--- src/rtl/rom_frame_reader.sv ---
// Row-major frame ROM sequencer: issues one ROM read per cycle, absorbs the
// 1-cycle read latency in a 2-entry skid FIFO and emits a tagged valid/ready pixel stream.
module rom_frame_reader #(
    parameter int unsigned DATA_WIDTH = 8,
    parameter int unsigned ADDR_WIDTH = 17,
    parameter int unsigned IMG_W      = 320,
    parameter int unsigned IMG_H      = 240,
    parameter int unsigned BASE_ADDR  = 0
) (
    input  logic                  clk_i_rdr,
    input  logic                  rst_i_rdr,
    input  logic                  start_i_rdr,
    input  logic                  cont_i_rdr,
    input  logic                  abort_i_rdr,
    output logic                  rom_en_o,
    output logic                  rom_re_o,
    output logic [ADDR_WIDTH-1:0] rom_addr_o,
    input  logic [DATA_WIDTH-1:0] rom_data_i,
    output logic [DATA_WIDTH-1:0] pix_data_o,
    output logic                  pix_valid_o,
    input  logic                  pix_ready_i,
    output logic                  pix_sof_o,
    output logic                  pix_eol_o,
    output logic                  pix_eof_o,
    output logic                  busy_o,
    output logic                  done_o
);
    localparam int unsigned XW = (IMG_W > 1) ? $clog2(IMG_W) : 1;
    localparam int unsigned YW = (IMG_H > 1) ? $clog2(IMG_H) : 1;
    localparam logic [XW-1:0]         X_LAST = XW'(IMG_W - 1);
    localparam logic [YW-1:0]         Y_LAST = YW'(IMG_H - 1);
    localparam logic [ADDR_WIDTH-1:0] A_BASE = ADDR_WIDTH'(BASE_ADDR);

    typedef enum logic [1:0] {ST_IDLE, ST_RUN, ST_DRAIN} state_t;

    typedef struct packed {
        logic [DATA_WIDTH-1:0] data;
        logic                  sof;
        logic                  eol;
        logic                  eof;
    } entry_t;

    state_t                state;
    logic [ADDR_WIDTH-1:0] addr;
    logic [XW-1:0]         x;
    logic [YW-1:0]         y;
    logic                  inflight;
    logic [2:0]            tag_q;
    entry_t                fifo [2];
    logic                  rd_ptr;
    logic                  wr_ptr;
    logic [1:0]            occ;
    logic                  done;

    logic                  pop;
    logic [2:0]            pend;
    logic                  issue;
    logic                  last_pix;
    entry_t                head;

    // A read is only issued if its data is guaranteed a FIFO slot on arrival.
    always_comb begin
        pop      = (occ != 2'd0) && pix_ready_i;
        pend     = {1'b0, occ} + {2'b0, inflight} - {2'b0, pop};
        issue    = (state == ST_RUN) && (pend < 3'd2);
        last_pix = (x == X_LAST) && (y == Y_LAST);
    end

    always_ff @(posedge clk_i_rdr) begin
        if (rst_i_rdr || abort_i_rdr) begin
            state    <= ST_IDLE;
            addr     <= '0;
            x        <= '0;
            y        <= '0;
            inflight <= 1'b0;
            tag_q    <= '0;
            rd_ptr   <= 1'b0;
            wr_ptr   <= 1'b0;
            occ      <= '0;
            done     <= 1'b0;
        end else begin
            done     <= 1'b0;
            inflight <= issue;
            if (inflight) begin
                fifo[wr_ptr] <= {rom_data_i, tag_q};
                wr_ptr       <= ~wr_ptr;
            end
            if (pop)
                rd_ptr <= ~rd_ptr;
            occ <= occ + {1'b0, inflight} - {1'b0, pop};

            if (issue) begin
                tag_q <= {(x == '0) && (y == '0), x == X_LAST, last_pix};
                addr  <= addr + 1'b1;
                if (x == X_LAST) begin
                    x <= '0;
                    y <= y + 1'b1;
                end else begin
                    x <= x + 1'b1;
                end
            end

            case (state)
                ST_IDLE: begin
                    if (start_i_rdr) begin
                        state <= ST_RUN;
                        addr  <= A_BASE;
                        x     <= '0;
                        y     <= '0;
                    end
                end
                ST_RUN: begin
                    if (issue && last_pix)
                        state <= ST_DRAIN;
                end
                ST_DRAIN: begin
                    if ((occ == 2'd0) && !inflight) begin
                        if (cont_i_rdr) begin
                            state <= ST_RUN;
                            addr  <= A_BASE;
                            x     <= '0;
                            y     <= '0;
                        end else begin
                            state <= ST_IDLE;
                            done  <= 1'b1;
                        end
                    end
                end
                default: state <= ST_IDLE;
            endcase
        end
    end

    always_comb begin
        head = pix_valid_o ? fifo[rd_ptr] : '0;
    end

    assign rom_en_o    = (state != ST_IDLE);
    assign busy_o      = (state != ST_IDLE);
    assign rom_re_o    = issue;
    assign rom_addr_o  = addr;
    assign pix_valid_o = (occ != 2'd0);
    assign pix_data_o  = head.data;
    assign pix_sof_o   = head.sof;
    assign pix_eol_o   = head.eol;
    assign pix_eof_o   = head.eof;
    assign done_o      = done;

    capture_no_overflow: assert property (@(posedge clk_i_rdr)
        disable iff (rst_i_rdr || abort_i_rdr) !(inflight && !pop && (occ == 2'd2)));
endmodule

--- config.mk ---
export PLATFORM = sky130hd
export DESIGN_NAME = rom_frame_reader
export DESIGN_NICKNAME = d
export VERILOG_FILES = /design/src/rtl/rom_frame_reader.sv
export SDC_FILE = /design/constraint.sdc
export NUM_CORES = 1
export LEC_CHECK = 0
export BUFFER_PORTS_ARGS = -buffer_cell sky130_fd_sc_hd__buf_2
export CORE_ASPECT_RATIO = 1.5
export CORE_MARGIN = 8
export CORE_UTILIZATION = 41
export DETAILED_ROUTE_END_ITERATION = 10
export GPL_ROUTABILITY_DRIVEN = 0
export GPL_TIMING_DRIVEN = 0
export PLACE_DENSITY_LB_ADDON = 0.15
export SYNTH_ARGS = -nofsm -noshare
export SYNTH_HDL_FRONTEND = slang
export SYNTH_SLANG_ARGS = --single-unit
--- constraint.sdc ---
create_clock -name clk_i_rdr -period 3.68 [get_ports clk_i_rdr]
set_input_delay 0.552 -clock clk_i_rdr [delete_from_list [all_inputs] [get_ports clk_i_rdr]]
set_output_delay 0.552 -clock clk_i_rdr [all_outputs]
set_load 0.03 [all_outputs]
==> results.sh, run 1 <==
export IMPL_async_flop_share=0
export IMPL_tns_ns=0
export IMPL_period_needed_ns=3.460
export IMPL_final_cell_mix="48 x buf_2, 45 x dfxtp_1, 39 x nor2_1"
export IMPL_drtPass1Iterations=4
export IMPL_globalRouteOverflowTotal=0
export IMPL_cts_max_level=3
export IMPL_critPathSlowestCell="fa_1"
export IMPL_grtUsageTotal=0.1338
export IMPL_critical_path_max_stage_delay_ns=0.60
export IMPL_critical_path_top_delay_family="adder cells"
export IMPL_finalHoldViolCount=0
export IMPL_first_iter_violations=117
export IMPL_start_util=0.4197
export IMPL_post_route_util=0.5014
export IMPL_worst_pin_slew_ns=0.9363
export IMPL_numPortBuffers=46
export IMPL_vias=2380
export IMPL_period_share=0.9402
export IMPL_crit_buf_inv=4
export IMPL_die_area_um2=10460
export IMPL_grt_start_max_net_pins=13
export IMPL_fin_cells=470
export IMPL_start_kind="flip-flop"
export IMPL_coreArea_um2=7227
export IMPL_max_freq_ghz=0.2890
export IMPL_ant_nets=0
export IMPL_yosys_warnings=0
export IMPL_rows=38
export IMPL_die_w_um=86.23
export IMPL_powerDensity_nw_per_um2=412.1
export IMPL_grt_pass1_wl_mm=10.92
export IMPL_dpl_hpwl_mm=4.773
export IMPL_routed_wl_mm=6.574
export IMPL_crit_arrival_ns=2.91
export IMPL_ios=47
export IMPL_numCtsBuffers=9
export IMPL_numClockSinks=68
export IMPL_crit_type="flip-flop to output pin"
export IMPL_antenna_found_initial=0
export IMPL_cp_cell_sequence="nor2_2, nor2b_2, ha_1, inv_1, ha_1, inv_1, fa_1, nand3b_1, or2_2, clkinv_2, buf_2"
export IMPL_relSlewSlack=0.3735
export IMPL_clock_latency_ns=0.35
export IMPL_root_buffer="clkbuf_8"
export IMPL_syn_inst=308
export IMPL_numPlacedInstances=454
export IMPL_synth_main_ff_cell="dfxtp_1"
export IMPL_cp_required_ns=3.13
export IMPL_avgSynthCellArea_um2=9.847
export IMPL_drc_errors=0
export IMPL_peakVddDrop_mv=0.2325
export IMPL_area_growth_pct=19.47
export IMPL_final_nets=387
export IMPL_cp_max_fo=7
export IMPL_clkTransAtPathRegs_ns=0.07
export IMPL_syn_nets=330
export IMPL_synth_top_area_frac=0.3036
export IMPL_synthesis_area_um2=3033
export IMPL_die_y_um=121.3
export IMPL_leakagePower_nw=1.262
export IMPL_mostFrequentLayoutCell="buf_2"
export IMPL_cts_tree="done"
export IMPL_drv_slew=0
export IMPL_critical_path_endpoint_type="output pin"
export IMPL_max_cap_violations=0
export IMPL_ys_seq_area_frac=0.5215
export IMPL_clockBufferDepth=2
export IMPL_synth_area_leaders="dfxtp_1 30%, edfxtp_1 22%, mux2i_1 5.0%"
export IMPL_synth_cell_types=40
export IMPL_antenna_cells=0
export IMPL_synth_edf_count=22
export IMPL_viasPerCell=5.064
export IMPL_wl_per_cell_um=13.99
export IMPL_setup_violations=0
export IMPL_holdWs_ns=0.3969
export IMPL_outcome="complete, no violations"
export IMPL_synth_area_leader_cell="dfxtp_1"
export IMPL_grt_pass1_vias=2394
export IMPL_hold_class="primary input to flip-flop"
export IMPL_drive_gt1_frac=0.2027
export IMPL_ys_ff_latch=68
export IMPL_finalClockSkew_ns=0.004936
synthesized netlist by cell type, drive strengths merged, types with 2 or more instances:
cell type  number
dfxtp          46
nand3          11
nor2b           4
nor3b           2
a21oi          19
nor4b           5
o21ai           9
or4             8
nor3            4
nand3b          3
buf             4
nor4            6
xnor2          16
clkbuf         10
or3             9
nand2          21
ha              7
xor2            2
edfxtp         22
and3            5
mux2i          15
inv            12
nor2           40
nand4           5
or2             3
o31ai           5
nand4b          4
worst paths after layout:
check / from / endpoint / slack (ns) / cells after the start
setup / recovery: occ[1] / rom_re_o / 0.22 / 11
hold / removal: rom_data_i[4] / fifo[0][7] / 0.40 / 1
setup reg to reg: occ[1] / y[5] / 0.29 / 12
hold reg to reg: tag_q[1] / fifo[1][1] / 0.47 / 0
layout make-up:
class	count	area, um^2
timing repair buffer	47	237.7
multi-input combinational	213	1356
inverter	13	50.05
sequential	68	1583
buffer	13	56.30
tap	100	125.1
fill	725	3603
clock inverter	7	91.34
clock buffer	9	123.9
repair_timing:
action,4_1_cts,5_1_grt
pin swaps,1,0
buffers inserted,1,0
endpoints found under the setup margin,1,15
hold buffers,0,0
gates resized for setup,3,4
through the flow:
stage | cell area (um^2) | setup WS, ns | power, mW
floorplan | 3033 | 0.4521 | 0.8240
global placement | 3388 | -0.08065 | 0.8440
detailed placement | 3388 | -0.1275 | 0.8447
CTS | 3617 | 0.03712 | 1.515
global route | 3623 | -0.0008449 | 1.554
finish | 3623 | 0.2201 | 1.493
power by group:
group / total [mW] / switching, mW / internal [mW]
combinational: 0.0518 / 0.0341 / 0.0177
sequential: 0.776 / 0.00169 / 0.774
clock: 0.665 / 0.288 / 0.377
total: 1.49 / 0.324 / 1.17
cells by family after synthesis:
group | Yosys count | synth area share
adder cells (fa/ha/maj) | 8 | 0.03548
multiplexers | 15 | 0.04950
AO/OA/AOI/OAI | 37 | 0.06849
XOR/XNOR | 18 | 0.05198
flip-flops | 68 | 0.5214
AND/OR/NAND/NOR | 135 | 0.2376
buffers and inverters | 27 | 0.03548
layer usage:
layer	routed length, um	track usage	vias up
li1	-	-	1204
met1	2688	0.1302	1130
met2	3485	0.2388	37
met3	249	0.04271	9
met4	150	0.08225	0
met5	0	0	-
sequential cells by signal, indices dropped and copies added (netlist names), named ones only:
| signal | cells |
|---|---|
| fifo | 22 |
| rom_addr_o | 17 |
| x | 9 |
| y | 8 |
| tag_q | 3 |
| occ | 2 |
| state | 2 |
| done_o | 1 |
| inflight | 1 |
| rd_ptr | 1 |
| wr_ptr | 1 |
(Power assumes the default switching activity.)
==> inputs of run 2 (changes only) <==
--- a/config.mk
+++ b/config.mk
@@ -12,7 +12,8 @@
 export DETAILED_ROUTE_END_ITERATION = 10
 export GPL_ROUTABILITY_DRIVEN = 0
 export GPL_TIMING_DRIVEN = 0
-export PLACE_DENSITY_LB_ADDON = 0.15
+export PLACE_DENSITY = 0.66
+export SLEW_MARGIN = 20
 export SYNTH_ARGS = -nofsm -noshare
 export SYNTH_HDL_FRONTEND = slang
 export SYNTH_SLANG_ARGS = --single-unit
==> run 2 against run 1 <==
Against the previous run: combinational power is essentially flat; wire length increased by 0.68%; die area did not move; first-iteration DRC count grew 9.4%; critical path depth stayed put; register-to-register slack got worse by 0.03 ns; flip-flop and latch count is the same; utilization down 0.24 points; setup slack lost 0.040 ns; worst hold slack got worse by 0.0021 ns; sequential share of layout area is 0.21 points higher; critical path type unchanged.
==> results.sh, run 2 (synthesis results as in run 1) <==
export IMPL_outcome="complete, no violations"
export IMPL_die_w_um=86.23
export IMPL_hold_end="fifo[1][3]"
export IMPL_mostFrequentLayoutCell="buf_2"
export IMPL_finalHoldViolCount=0
export IMPL_period_needed_ns=3.500
export IMPL_die_area_um2=10460
export IMPL_final_cell_mix="48 x buf_2, 45 x dfxtp_1, 39 x nor2_1"
export IMPL_numClockSinks=68
export IMPL_max_flop_register="fifo"
export IMPL_numPlacedInstances=454
export IMPL_antenna_found_initial=0
export IMPL_dpl_hpwl_mm=4.781
export IMPL_wl_per_cell_um=14.08
export IMPL_reg2reg_from="occ[1]"
export IMPL_ant_nets=0
export IMPL_vias=2381
export IMPL_peakVddDrop_mv=0.1730
export IMPL_drive_gt1_frac=0.2000
export IMPL_powerDensity_nw_per_um2=396.6
export IMPL_start_kind="flip-flop"
export IMPL_fin_ws_ns=0.1800
export IMPL_max_cap_violations=0
export IMPL_critPathSlowestCell="fa_1"
export IMPL_globalRouteOverflowTotal=0
export IMPL_numCtsBuffers=9
export IMPL_grt_util_met2=0.2359
export IMPL_tns_ns=0
export IMPL_min_delay_start="rom_data_i[0]"
export IMPL_cts_tree="done"
export IMPL_grtUsageTotal=0.1324
export IMPL_fillers=706
export IMPL_viasPerCell=5.066
export IMPL_crit_type="flip-flop to output pin"
export IMPL_period_share=0.9511
export IMPL_die_y_um=121.3
export IMPL_rrSetupSlack_ns=0.26
export IMPL_relSlewSlack=0.3596
export IMPL_root_buffer="clkbuf_8"
export IMPL_grt_start_max_net_pins=12
export IMPL_drc_errors=0
export IMPL_top_usage_layer="met2"
export IMPL_first_iter_violations=128
export IMPL_routed_wl_mm=6.619
export IMPL_use_met1=0.1344
export IMPL_drv_slew=0
export IMPL_max_freq_ghz=0.2857
export IMPL_coreArea_um2=7227
export IMPL_grt_setup_unrepaired="false"
export IMPL_grt_pass1_wl_mm=10.94
export IMPL_grt_pass1_vias=2261
export IMPL_cp_cell_sequence="nor2_4, nor2b_2, ha_1, inv_1, ha_1, inv_1, fa_1, nand3b_1, or2_2, clkinv_2, buf_2"
export IMPL_crit_buf_inv=4
export IMPL_setup_violations=0
export IMPL_cts_max_level=3
export IMPL_fin_cells=470
export IMPL_finalClockSkew_ns=0.005973
export IMPL_clkTransAtPathRegs_ns=0.07
export IMPL_clock_latency_ns=0.35
export IMPL_worst_pin_slew_ns=0.9571
export IMPL_reg2reg_depth=12
export IMPL_cp_max_fo=7
export IMPL_clockBufferDepth=2
export IMPL_hold_class="primary input to flip-flop"
export IMPL_area_growth_pct=18.89
export IMPL_cp_required_ns=3.13
export IMPL_crit_arrival_ns=2.95
export IMPL_critical_path_top_delay_family="adder cells"
export IMPL_largest_reg_flops=22
export IMPL_critical_path_max_stage_delay_ns=0.59
export IMPL_start_util=0.4197
export IMPL_rows=38
export IMPL_drtPass1Iterations=4
export IMPL_leakagePower_nw=1.262
export IMPL_met3_usage=0.04000
export IMPL_worstReg2RegEnd="y[5]"
export IMPL_critical_path_endpoint_type="output pin"
export IMPL_numPortBuffers=46
export IMPL_whs_path_depth=1
export IMPL_ios=47
export IMPL_place_ws_ns=-0.1307
export IMPL_final_nets=387
export IMPL_postCtsHoldBufs=0
export IMPL_antenna_cells=0
==> run 2: changes by cell type in the layout (fill, tap and decap cells not counted), sizes merged <==
cell and delta:
clkinv +1, clkinvlp -2, clkbuf +2, bufinv -1
==> run 2: per-stage QoR <==
| stage | area, um^2 | total power, mW | utilization | hold slack [ns] |
|---|---|---|---|---|
| floorplan | 3033 | 0.8240 | - | 0.4254 |
| global placement | 3388 | 0.8437 | 0.4688 | 0.4358 |
| detailed placement | 3388 | 0.8447 | 0.4688 | 0.4524 |
| CTS | 3598 | 1.444 | 0.4979 | 0.3758 |
| global route | 3606 | 1.481 | 0.4990 | 0.3793 |
| finish | 3606 | 1.430 | 0.4990 | 0.3947 |
==> run 2: cell type report <==
| cell class | instances | area, um^2 | area share |
|---|---|---|---|
| plain buffers | 13 | 56.30 | 0.01561 |
| clock buffers | 11 | 141.4 | 0.03921 |
| clock inverters | 5 | 51.30 | 0.01423 |
| inverters | 13 | 50.05 | 0.01388 |
| multi-input cells | 213 | 1361 | 0.3775 |
| flip-flops and latches | 68 | 1583 | 0.4389 |
| well taps | 100 | 125.1 | 0.03470 |
| repair buffers | 47 | 237.7 | 0.06593 |
==> run 2: worst max path at each step <==
stage / start / end / cells after the start / slack (ns)
finish: occ[1] / rom_re_o / 11 / 0.18
global route: occ[1] / rom_re_o / 11 / 0.008
CTS: occ[1] / rom_re_o / 11 / 0.05
detailed placement: pix_ready_i / rom_re_o / 12 / -0.13
global placement: pix_ready_i / rom_re_o / 12 / -0.11
floorplan: pix_ready_i / y[7] / 11 / 0.45
==> run 2: timing repair <==
action,4_1_cts,5_1_grt
buffers inserted,1,0
hold endpoints to repair,0,0
resized for setup,4,4
pin swaps,1,0
endpoints found under the setup margin,1,21
==> run 2: report_power, final <==
group / switching (mW) / internal (mW)
Combinational: 0.0340 / 0.0179
Sequential: 0.00180 / 0.775
Clock: 0.275 / 0.327
==> run 2: metal layers <==
metal | routed length, um | up-vias
met4 | 108 | 0
li1 | - | 1209
met1 | 2636 | 1129
met2 | 3562 | 36
met3 | 311 | 7
met5 | 0 | -
==> inputs of run 3 (changes only) <==
--- a/config.mk
+++ b/config.mk
@@ -8,11 +8,11 @@
 export BUFFER_PORTS_ARGS = -buffer_cell sky130_fd_sc_hd__buf_2
 export CORE_ASPECT_RATIO = 1.5
 export CORE_MARGIN = 8
-export CORE_UTILIZATION = 41
+export CORE_UTILIZATION = 45
 export DETAILED_ROUTE_END_ITERATION = 10
 export GPL_ROUTABILITY_DRIVEN = 0
 export GPL_TIMING_DRIVEN = 0
-export PLACE_DENSITY = 0.66
+export PLACE_DENSITY = 0.67
 export SLEW_MARGIN = 20
 export SYNTH_ARGS = -nofsm -noshare
 export SYNTH_HDL_FRONTEND = slang
==> run 3 against run 2 <==
Against the previous run: critical path depth is the same; final area shrank 1.2%; via count grew 0.80%; non-clock buffer count is the same; count of clock-buffer cells in the layout is the same; flip-flop and latch count is the same; die area shrank 7.5%; utilization grew 4.6 points; register-to-register slack is essentially flat; clock skew grew 0.0017 ns; cell count shrank 5.1%; clock power shrank 4.2%; critical endpoint unchanged; largest power group unchanged; highest routed layer unchanged.
==> results.sh, run 3 (synthesis results as in run 1) <==
export IMPL_root_buffer="clkbuf_8"
export IMPL_clock_power_share=0.410
export IMPL_grt_pass1_wl_mm=10.69
export IMPL_worst_pin_slew_ns=0.9025
export IMPL_cp_required_ns=3.13
export IMPL_antenna_cells=0
export IMPL_numPortBuffers=46
export IMPL_drv_slew=0
export IMPL_dpl_hpwl_mm=4.666
export IMPL_clkTransAtPathRegs_ns=0.07
export IMPL_hold_class="primary input to flip-flop"
export IMPL_drc_errors=0
export IMPL_max_flop_register="fifo"
export IMPL_critical_path_endpoint_type="output pin"
export IMPL_numCtsBuffers=9
export IMPL_grt_setup_unrepaired="false"
export IMPL_rows=36
export IMPL_grt_pass1_vias=2348
export IMPL_crit_buf_inv=4
export IMPL_cts_tree="done"
export IMPL_max_freq_ghz=0.2833
export IMPL_fillers=600
export IMPL_antenna_found_initial=0
export IMPL_viasPerCell=5.381
export IMPL_critPathSlowestCell="fa_1"
export IMPL_critical_path_max_stage_delay_ns=0.63
export IMPL_leakagePower_nw=1.249
export IMPL_path_depth=11
export IMPL_grtUsageTotal=0.1347
export IMPL_reg2reg_depth=13
export IMPL_drtPass1Iterations=4
export IMPL_pwr_share_seq=0.553
export IMPL_numPlacedInstances=430
export IMPL_finalHoldViolCount=0
export IMPL_period_needed_ns=3.530
export IMPL_wl_per_cell_um=14.40
export IMPL_area_growth_pct=17.41
export IMPL_combPwrFrac=0.037
export IMPL_swShare=0.2156
export IMPL_mostFrequentLayoutCell="buf_2"
export IMPL_die_w_um=83.03
export IMPL_die_area_um2=9677
export IMPL_fin_cells=446
export IMPL_clockBufferDepth=2
export IMPL_cts_max_level=3
export IMPL_start_kind="flip-flop"
export IMPL_globalRouteOverflowTotal=0
export IMPL_switching_power_uw=303.0
export IMPL_crit_arrival_ns=2.98
export IMPL_cp_max_fo=7
export IMPL_postCtsHoldBufs=0
export IMPL_place_ws_ns=-0.07351
export IMPL_grt_start_max_net_pins=13
export IMPL_numClockSinks=68
export IMPL_first_iter_violations=106
export IMPL_largest_reg_flops=22
export IMPL_setup_violations=0
export IMPL_drive_gt1_frac=0.1946
export IMPL_fin_ws_ns=0.1504
export IMPL_outcome="complete, no violations"
export IMPL_start_util=0.4644
export IMPL_routed_wl_mm=6.423
export IMPL_final_nets=387
export IMPL_final_cell_mix="48 x buf_2, 45 x dfxtp_1, 39 x nor2_1"
export IMPL_intPower_mw=1.102
export IMPL_peakVddDrop_mv=0.2493
export IMPL_whs_path_depth=1
export IMPL_powerDensity_nw_per_um2=394.6
export IMPL_vias=2400
export IMPL_clock_latency_ns=0.34
export IMPL_coreArea_um2=6531
export IMPL_crit_type="flip-flop to output pin"
export IMPL_ios=47
export IMPL_relSlewSlack=0.3961
export IMPL_critical_path_top_delay_family="adder cells"
export IMPL_finalClockSkew_ns=0.007670
export IMPL_ant_nets=0
export IMPL_max_cap_violations=0
export IMPL_die_y_um=116.5
export IMPL_cp_cell_sequence="nor2_2, nor2b_1, ha_1, inv_1, ha_1, inv_1, fa_1, nand3b_1, or2_2, clkinv_2, buf_2"
export IMPL_period_share=0.9591
## run 3: cell types whose count changed in the layout (fill, tap and decap cells not counted), sizes merged
cell	before	now
clkinv	4	3
clkinvlp	1	2
## run 3: metrics by stage
| stage | instance area [um^2] | hold WS (ns) | power [mW] | util | setup TNS [ns] |
|---|---|---|---|---|---|
| after detailed placement | 3358 | 0.4463 | 0.8443 | 0.5142 | -0.07351 |
| after CTS | 3556 | 0.3905 | 1.417 | 0.5444 | 0 |
| final | 3561 | 0.4016 | 1.405 | 0.5452 | 0 |
| after global placement | 3358 | 0.4319 | 0.8433 | 0.5142 | -0.05943 |
| after global routing | 3561 | 0.3828 | 1.460 | 0.5452 | 0 |
| after floorplan | 3033 | 0.4254 | 0.8240 | - | 0 |
## run 3: worst paths after layout
| check | startpoint | end | slack (ns) |
|---|---|---|---|
| min | rom_data_i[0] | fifo[0][3] | 0.40 |
| max reg2reg | occ[1] | rom_addr_o[15] | 0.25 |
| max | occ[1] | rom_re_o | 0.15 |
| min reg2reg | tag_q[0] | fifo[1][0] | 0.46 |
## run 3: cell type report
class | count | area (um^2) | share of cell area
Buffer | 13 | 56.30 | 0.01581
Clock buffer | 11 | 131.4 | 0.03689
Clock inverter | 5 | 53.80 | 0.01511
Inverter | 13 | 50.05 | 0.01405
Multi-Input combinational cell | 213 | 1354 | 0.3802
Sequential cell | 68 | 1583 | 0.4445
Tap cell | 76 | 95.09 | 0.02670
Timing Repair Buffer | 47 | 237.7 | 0.06676
## run 3: power by group through the flow
| stage | Sequential, mW | Combinational (mW) | Clock [mW] |
|---|---|---|---|
| 2_1_floorplan | 0.793 | 0.0307 | 0 |
| 3_3_place_gp | 0.793 | 0.0502 | 0 |
| 3_5_place_dp | 0.793 | 0.0511 | 0 |
| 4_1_cts | 0.776 | 0.0520 | 0.589 |
| 5_1_grt | 0.776 | 0.0572 | 0.626 |
| 6_report | 0.776 | 0.0521 | 0.577 |
## run 3: layer usage
| layer | wire (um) | vias up | track usage |
|---|---|---|---|
| met3 | 318 | 9 | 0.03699 |
| met4 | 79 | 0 | 0.07176 |
| met2 | 3298 | 62 | 0.2409 |
| li1 | - | 1211 | - |
| met5 | 0 | - | 0 |
| met1 | 2726 | 1118 | 0.1410 |
## run 3: repair_timing
| item | CTS | global route |
|---|---|---|
| endpoints found under the setup margin | 1 | 21 |
| setup buffers | 1 | 0 |
| pin swaps | 1 | 0 |
| gates cloned | 0 | 0 |
| hold endpoints to repair | 0 | 0 |
| gates resized for setup | 2 | 4 |
